<file path="config.mk">
export PLATFORM = sky130hd
export DESIGN_NAME = fib_out_buffer_flat
export DESIGN_NICKNAME = d
export VERILOG_FILES = /design/src/rtl/fib_pkg.sv /design/src/rtl/fib_out_buffer_if.sv /design/src/rtl/fib_seq_checker.sv /design/src/rtl/fib_out_buffer.sv /design/src/flat_wrapper.sv
export SDC_FILE = /design/constraint.sdc
export NUM_CORES = 1
export LEC_CHECK = 0
export BUFFER_PORTS_ARGS = -buffer_cell sky130_fd_sc_hd__buf_4
export CORE_MARGIN = 2
export CORE_UTILIZATION = 50
export CTS_BUF_LIST = sky130_fd_sc_hd__clkbuf_16
export CTS_CLUSTER_SIZE = 25
export DETAILED_ROUTE_END_ITERATION = 7
export GPL_TIMING_DRIVEN = 0
export PLACE_DENSITY = 0.67
export SLEW_MARGIN = 5
export SYNTH_ARGS = -nofsm -noshare
export SYNTH_HDL_FRONTEND = slang
export SYNTH_SLANG_ARGS = --single-unit
export TNS_END_PERCENT = 50
</file>
<file path="constraint.sdc">
create_clock -name clk -period 5 [get_ports clk]
set_input_delay 0.5 -clock clk [delete_from_list [all_inputs] [get_ports clk]]
set_output_delay 0.5 -clock clk [all_outputs]
set_load 0.03 [all_outputs]
</file>
<file path="src/rtl/fib_pkg.sv">
// Shared types for the Fibonacci generator and its downstream output buffer.
package fib_pkg;

    localparam int unsigned FIB_W = 16;

    typedef logic [FIB_W-1:0] fib_word_t;

    typedef struct packed {
        logic      last;
        fib_word_t data;
    } fib_entry_t;

endpackage

</file>
<file path="src/rtl/fib_out_buffer_if.sv">
// Term capture and valid/ready output handshake between generator, buffer and consumer.
interface fib_out_buffer_if;
    import fib_pkg::*;

    logic      in_valid;
    fib_word_t in_data;
    logic      in_last;
    logic      out_valid;
    logic      out_ready;
    fib_word_t out_data;
    logic      out_last;

    // Buffer side: takes generator terms, offers queued entries downstream.
    modport slave (
        input  in_valid,
        input  in_data,
        input  in_last,
        input  out_ready,
        output out_valid,
        output out_data,
        output out_last
    );

    // Environment side: generator producing terms plus the consuming stage.
    modport master (
        output in_valid,
        output in_data,
        output in_last,
        output out_ready,
        input  out_valid,
        input  out_data,
        input  out_last
    );

endinterface

</file>
<file path="src/rtl/fib_seq_checker.sv">
// Verifies each term equals the sum of the previous two within one run; sticky error flag.
module fib_seq_checker #(
    parameter int unsigned DATA_W = 16
) (
    input  logic              clk,
    input  logic              reset,
    input  logic              in_valid,
    input  logic [DATA_W-1:0] in_data,
    input  logic              in_last,
    output logic              seq_err
);

    logic [DATA_W-1:0] r_p1;
    logic [DATA_W-1:0] r_p2;
    logic [1:0]        r_idx;
    logic              r_err;
    logic [DATA_W-1:0] w_sum;

    assign w_sum   = r_p1 + r_p2;
    assign seq_err = r_err;

    always_ff @(posedge clk) begin
        if (!reset) begin
            r_p1  <= '0;
            r_p2  <= '0;
            r_idx <= '0;
            r_err <= 1'b0;
        end else if (in_valid) begin
            if (r_idx == 2'd2 && in_data != w_sum) begin
                r_err <= 1'b1;
            end
            // The framed term is checked first; history then restarts at index 0.
            if (in_last) begin
                r_p1  <= '0;
                r_p2  <= '0;
                r_idx <= '0;
            end else begin
                r_p2 <= r_p1;
                r_p1 <= in_data;
                if (r_idx != 2'd2) begin
                    r_idx <= r_idx + 2'd1;
                end
            end
        end
    end

endmodule

</file>
<file path="src/rtl/fib_out_buffer.sv">
// First-word-fall-through FIFO for Fibonacci terms with run framing and sticky overflow.
// Define FIB_OUT_BUFFER_SEQ_CHECK_EN to add the arithmetic sequence checker (seq_err).
module fib_out_buffer
    import fib_pkg::*;
#(
    parameter int unsigned DEPTH  = 8,
    parameter int unsigned DATA_W = FIB_W
) (
    input  logic                   clk,
    input  logic                   reset,
    fib_out_buffer_if.slave        bus,
    output logic [$clog2(DEPTH):0] count,
    output logic                   overflow,
    output logic                   seq_err
);

    localparam int unsigned AW = $clog2(DEPTH);
    localparam int unsigned CW = AW + 1;
    localparam logic [CW-1:0] FULL_CNT = CW'(DEPTH);

    fib_entry_t        r_mem [DEPTH];
    logic [AW-1:0]     r_rd_ptr;
    logic [AW-1:0]     r_wr_ptr;
    logic [CW-1:0]     r_count;
    logic              r_overflow;

    logic              w_full;
    logic              w_empty;
    logic              w_push;
    logic              w_pop;
    logic [DATA_W-1:0] w_in_data;

    assign w_in_data = bus.in_data;
    assign w_full    = (r_count == FULL_CNT);
    assign w_empty   = (r_count == '0);
    // Fullness is judged before this cycle's pop, so a same-cycle pop cannot rescue a term.
    assign w_push    = bus.in_valid && !w_full;
    assign w_pop     = !w_empty && bus.out_ready;

    always_ff @(posedge clk) begin
        if (reset && w_push) begin
            r_mem[r_wr_ptr] <= '{last: bus.in_last, data: w_in_data};
        end
    end

    always_ff @(posedge clk) begin
        if (!reset) begin
            r_rd_ptr   <= '0;
            r_wr_ptr   <= '0;
            r_count    <= '0;
            r_overflow <= 1'b0;
        end else begin
            if (w_push) begin
                r_wr_ptr <= r_wr_ptr + 1'b1;
            end
            if (w_pop) begin
                r_rd_ptr <= r_rd_ptr + 1'b1;
            end
            if (w_push && !w_pop) begin
                r_count <= r_count + 1'b1;
            end else if (!w_push && w_pop) begin
                r_count <= r_count - 1'b1;
            end
            if (bus.in_valid && w_full) begin
                r_overflow <= 1'b1;
            end
        end
    end

    assign bus.out_valid = !w_empty;
    assign bus.out_data  = r_mem[r_rd_ptr].data;
    assign bus.out_last  = r_mem[r_rd_ptr].last;
    assign count         = r_count;
    assign overflow      = r_overflow;

`ifdef FIB_OUT_BUFFER_SEQ_CHECK_EN
    fib_seq_checker #(
        .DATA_W (DATA_W)
    ) u_seq_checker (
        .clk      (clk),
        .reset    (reset),
        .in_valid (bus.in_valid),
        .in_data  (w_in_data),
        .in_last  (bus.in_last),
        .seq_err  (seq_err)
    );
`else
    assign seq_err = 1'b0;
`endif

endmodule

</file>
<file path="src/flat_wrapper.sv">
// flat-port wrapper written by rule: the top's interface ports become plain ports
module fib_out_buffer_flat import fib_pkg::*;
#(
    parameter int unsigned DEPTH  = 8,
    parameter int unsigned DATA_W = FIB_W
)
  (clk, reset, count, overflow, seq_err, bus_in_valid, bus_in_data, bus_in_last, bus_out_ready, bus_out_valid, bus_out_data, bus_out_last);
  fib_out_buffer_if bus_i ();
  input  logic clk;
  input  logic reset;
  output logic [$clog2(DEPTH):0] count;
  output logic overflow;
  output logic seq_err;
  input wire logic [$bits(bus_i.in_valid)-1:0] bus_in_valid;
  input wire logic [$bits(bus_i.in_data)-1:0] bus_in_data;
  input wire logic [$bits(bus_i.in_last)-1:0] bus_in_last;
  input wire logic [$bits(bus_i.out_ready)-1:0] bus_out_ready;
  output wire logic [$bits(bus_i.out_valid)-1:0] bus_out_valid;
  output wire logic [$bits(bus_i.out_data)-1:0] bus_out_data;
  output wire logic [$bits(bus_i.out_last)-1:0] bus_out_last;
  assign bus_i.in_valid = bus_in_valid;
  assign bus_i.in_data = bus_in_data;
  assign bus_i.in_last = bus_in_last;
  assign bus_i.out_ready = bus_out_ready;
  assign bus_out_valid = bus_i.out_valid;
  assign bus_out_data = bus_i.out_data;
  assign bus_out_last = bus_i.out_last;
  fib_out_buffer #(.DEPTH(DEPTH), .DATA_W(DATA_W)) u_core (.clk(clk), .reset(reset), .bus(bus_i), .count(count), .overflow(overflow), .seq_err(seq_err));
endmodule
</file>
==> flow_summary.toml <==
[status]
status = "finished clean"

[cells_and_area]
final.fill_count = 789
final_cell_mix = "136 x edfxtp_1, 44 x buf_4, 27 x mux4_1"
drive_gt1_share_pct = 34.17
antenna_cells = 0
instances_no_fill = 503
nNetsFinal = 374
layout_commonest_cell = "edfxtp_1"
seq_area_mm2 = 0.004364
multi_input_area_mm2 = 0.001493
area_growth_pct = 21.78

[clock_network]
clock-sinks = 150
root_buffer = "clkbuf_16"
cts_buffer_depth = 2
cts_tree = "yes"
cts_resized = 0
post_cts_buffers = 0
postCtsHoldBufs = 0
cts_buffers = 17
clk_latency_ps = 420
clkTransAtPathRegs_ps = 60
cts-htree-levels = 4

[placed_design]
placed_cells = 471
gp_congestion = 0.7087
hpwlAfterDp_um = 6869
preCtsSetupSlack_ps = 2329
io_buffer_count = 43

[setup_path]
worstPathRequired_ps = 4500
worst_path_largest_cell_delay_ps = 600
crit_buf_inv = 3
cp_top_family = "buffers and inverters"
endpoint_kind = "output port"
rrSetupSlack_ps = 2370
path_max_fanout = 10
reg2reg_depth = 5
start_kind = "flip-flop"
critPathCapture = "bus_out_data[6]"
path_cells = "clkbuf_2 > clkbuf_1 > mux4_1 > mux2_2 > buf_4"
r2r_start = "u_core.count[0]$_SDFFE_PN0P_"
critPathKind = "flip-flop to output port"
critPathSlowestCell = "clkbuf_1"
arrival_ps = 2400
crit_cells = 5
worst_r2r_endpoint = "u_core.r_mem[4][15]$_DFFE_PP_"

[sta]
finalCritPeriodShare_pct = 57.95
max_freq_mhz = 345.1
worst_pin_slew_ps = 981.8
rsz0062_at_grt = "false"
worst_slack_ps = 2102
fin_setup_tns_ps = 0
hold_slack_ps = 315.6
hold_viol = 0
finalSetupViolCount = 0
finClkSkew_ps = 8.945
fin_crit_ps = 2898
maxSlewHeadroom_pct = 34.19
finalMaxSlewViolations = 0

[pwr]
power_density_mw_per_mm2 = 505.6
power_uw = 3640
leakagePower_uw = 0.002471
peakVddDrop_mv = 0.3913

[floorplanning]
fp.dieW_um = 112.7
ioPinCount = 45
die_h_um = 112.7
dieArea_mm2 = 0.01271
start_util_pct = 51.54
num_rows = 39
coreArea_mm2 = 0.01147

[yosys]
ys.flop_type = "edfxtp_1"
yosysWarningCount = 0
syn_area_mm2 = 0.005911
synth-seq-cells = 150
syn_inst = 273
synth.avg_cell_area_um2 = 21.65
ys_seq_area_share_pct = 73.84
async_flop_share_pct = 0
synth-edff-count = 136
ys_types = 31
synth_nets = 300

[global_route]
gr-usage-all-layers_pct = 17.74
antenna_found_initial = 0
grt_first_pass_wirelength_um = 15990
gr-total-overflow = 0
grt_max_degree = 17
grt_pass1_vias = 2907

[route]
dr.pass1.iters = 4
drc = 0
viasPerCell = 5.539
drt_wl_total_um = 10470
ant_nets = 0
dr.first_iter.drc_count = 160
dr_total_vias = 2786
wire_per_inst_um = 20.81

[hold_path]
hold_path_class = "input port to flip-flop"

[job]
max_cap_violations = 0
## per-layer routing
| layer | wire [um] | GRT usage (%) | vias to the layer above |
|---|---|---|---|
| met1 | 4631 | 22.84 | 1433 |
| met4 | 150 | 6.911 | 0 |
| met3 | 358 | 5.088 | 11 |
| li1 | - | - | 1290 |
| met2 | 5327 | 28.94 | 52 |
| met5 | 0 | 0 | - |
## cell families (layout without fill, tap and decap cells)
kind of cell	count (synthesis)	in the layout	synth area share, %
other	1	1	0.06344
and+or+nand+nor	35	35	3.133
DFF	150	150	73.84
buffers and inverters	14	101	1.503
adders and majority gates	6	6	1.397
AOI/OAI and AO/OA	8	8	0.8889
xor gates and xnor gates	4	4	0.5927
muxes	55	55	18.59
## through the flow
step	utilization [%]	cell area (um2)
2_1_floorplan	-	5911
3_3_place_gp	55.92	6412
3_5_place_dp	57.60	6605
4_1_cts	62.77	7198
5_1_grt	62.77	7198
6_report	62.77	7198
## state kept, by name (all words and copies together), names as in the netlist, named ones only
signal and flops:
u_core.r_wr_ptr 3, u_core.r_mem 136, u_core.count 4, u_core.r_rd_ptr 3
u_core.overflow 1
## synth_stat cells, types with 2 or more instances
| master | count | share of area, % |
|---|---|---|
| and2_1 | 5 | 0.53 |
| mux4_2 | 7 | 2.7 |
| edfxtp_1 | 136 | 69 |
| mux2i_1 | 4 | 0.68 |
| mux2_2 | 17 | 3.2 |
| nand2b_1 | 4 | 0.42 |
| nand2_1 | 7 | 0.44 |
| ha_1 | 5 | 1.1 |
| nor2_1 | 3 | 0.19 |
| buf_6 | 4 | 0.76 |
| nand3_1 | 4 | 0.34 |
| mux4_1 | 27 | 12 |
| nor3_1 | 7 | 0.59 |
| nor2b_1 | 3 | 0.32 |
| a31oi_1 | 2 | 0.21 |
| a21boi_0 | 2 | 0.25 |
| dfxtp_1 | 14 | 4.7 |
| clkbuf_1 | 6 | 0.38 |
| xnor2_1 | 4 | 0.59 |
## layout make-up
type                    count  share of cell area (%)
inverters                   1                 0.05215
clock inverters            11                  0.9386
well taps                 143                   2.486
multi-input cells         109                   20.74
repair buffers             55                   6.675
flip-flops and latches    150                   60.63
plain buffers              13                   1.182
clock buffers              21                   7.301
## power by group
part | internal, uW | switching (uW)
sequential | 1430 | 35.9
combinational | 461 | 490
clock | 747 | 478
total | 2640 | 1000
## worst min-delay path by stage
stage	start	to	cells past startpoint	slack, ps
after floorplan	u_core.r_rd_ptr[1]$_SDFFE_PN0P_	flip-flop	2	470
after global placement	u_core.overflow$_SDFFE_PN0P_	u_core.overflow$_SDFFE_PN0P_	2	480
after detailed placement	u_core.overflow$_SDFFE_PN0P_	u_core.overflow$_SDFFE_PN0P_	2	500
after CTS	bus_in_data[1]	u_core.r_mem[3][1]$_DFFE_PP_	1	300
after global routing	bus_in_data[11]	u_core.r_mem[0][11]$_DFFE_PP_	1	300
final	bus_in_data[13]	u_core.r_mem[2][13]$_DFFE_PP_	1	320
## worst register-to-register path, delay by kind of cell, from the launching register on
kind,cells,cell delay [ps]
AOI/OAI and AO/OA,1,420
DFF,1,460
and+or+nand+nor,3,1200
buffers and inverters,1,250
(Power assumes the default switching activity.)
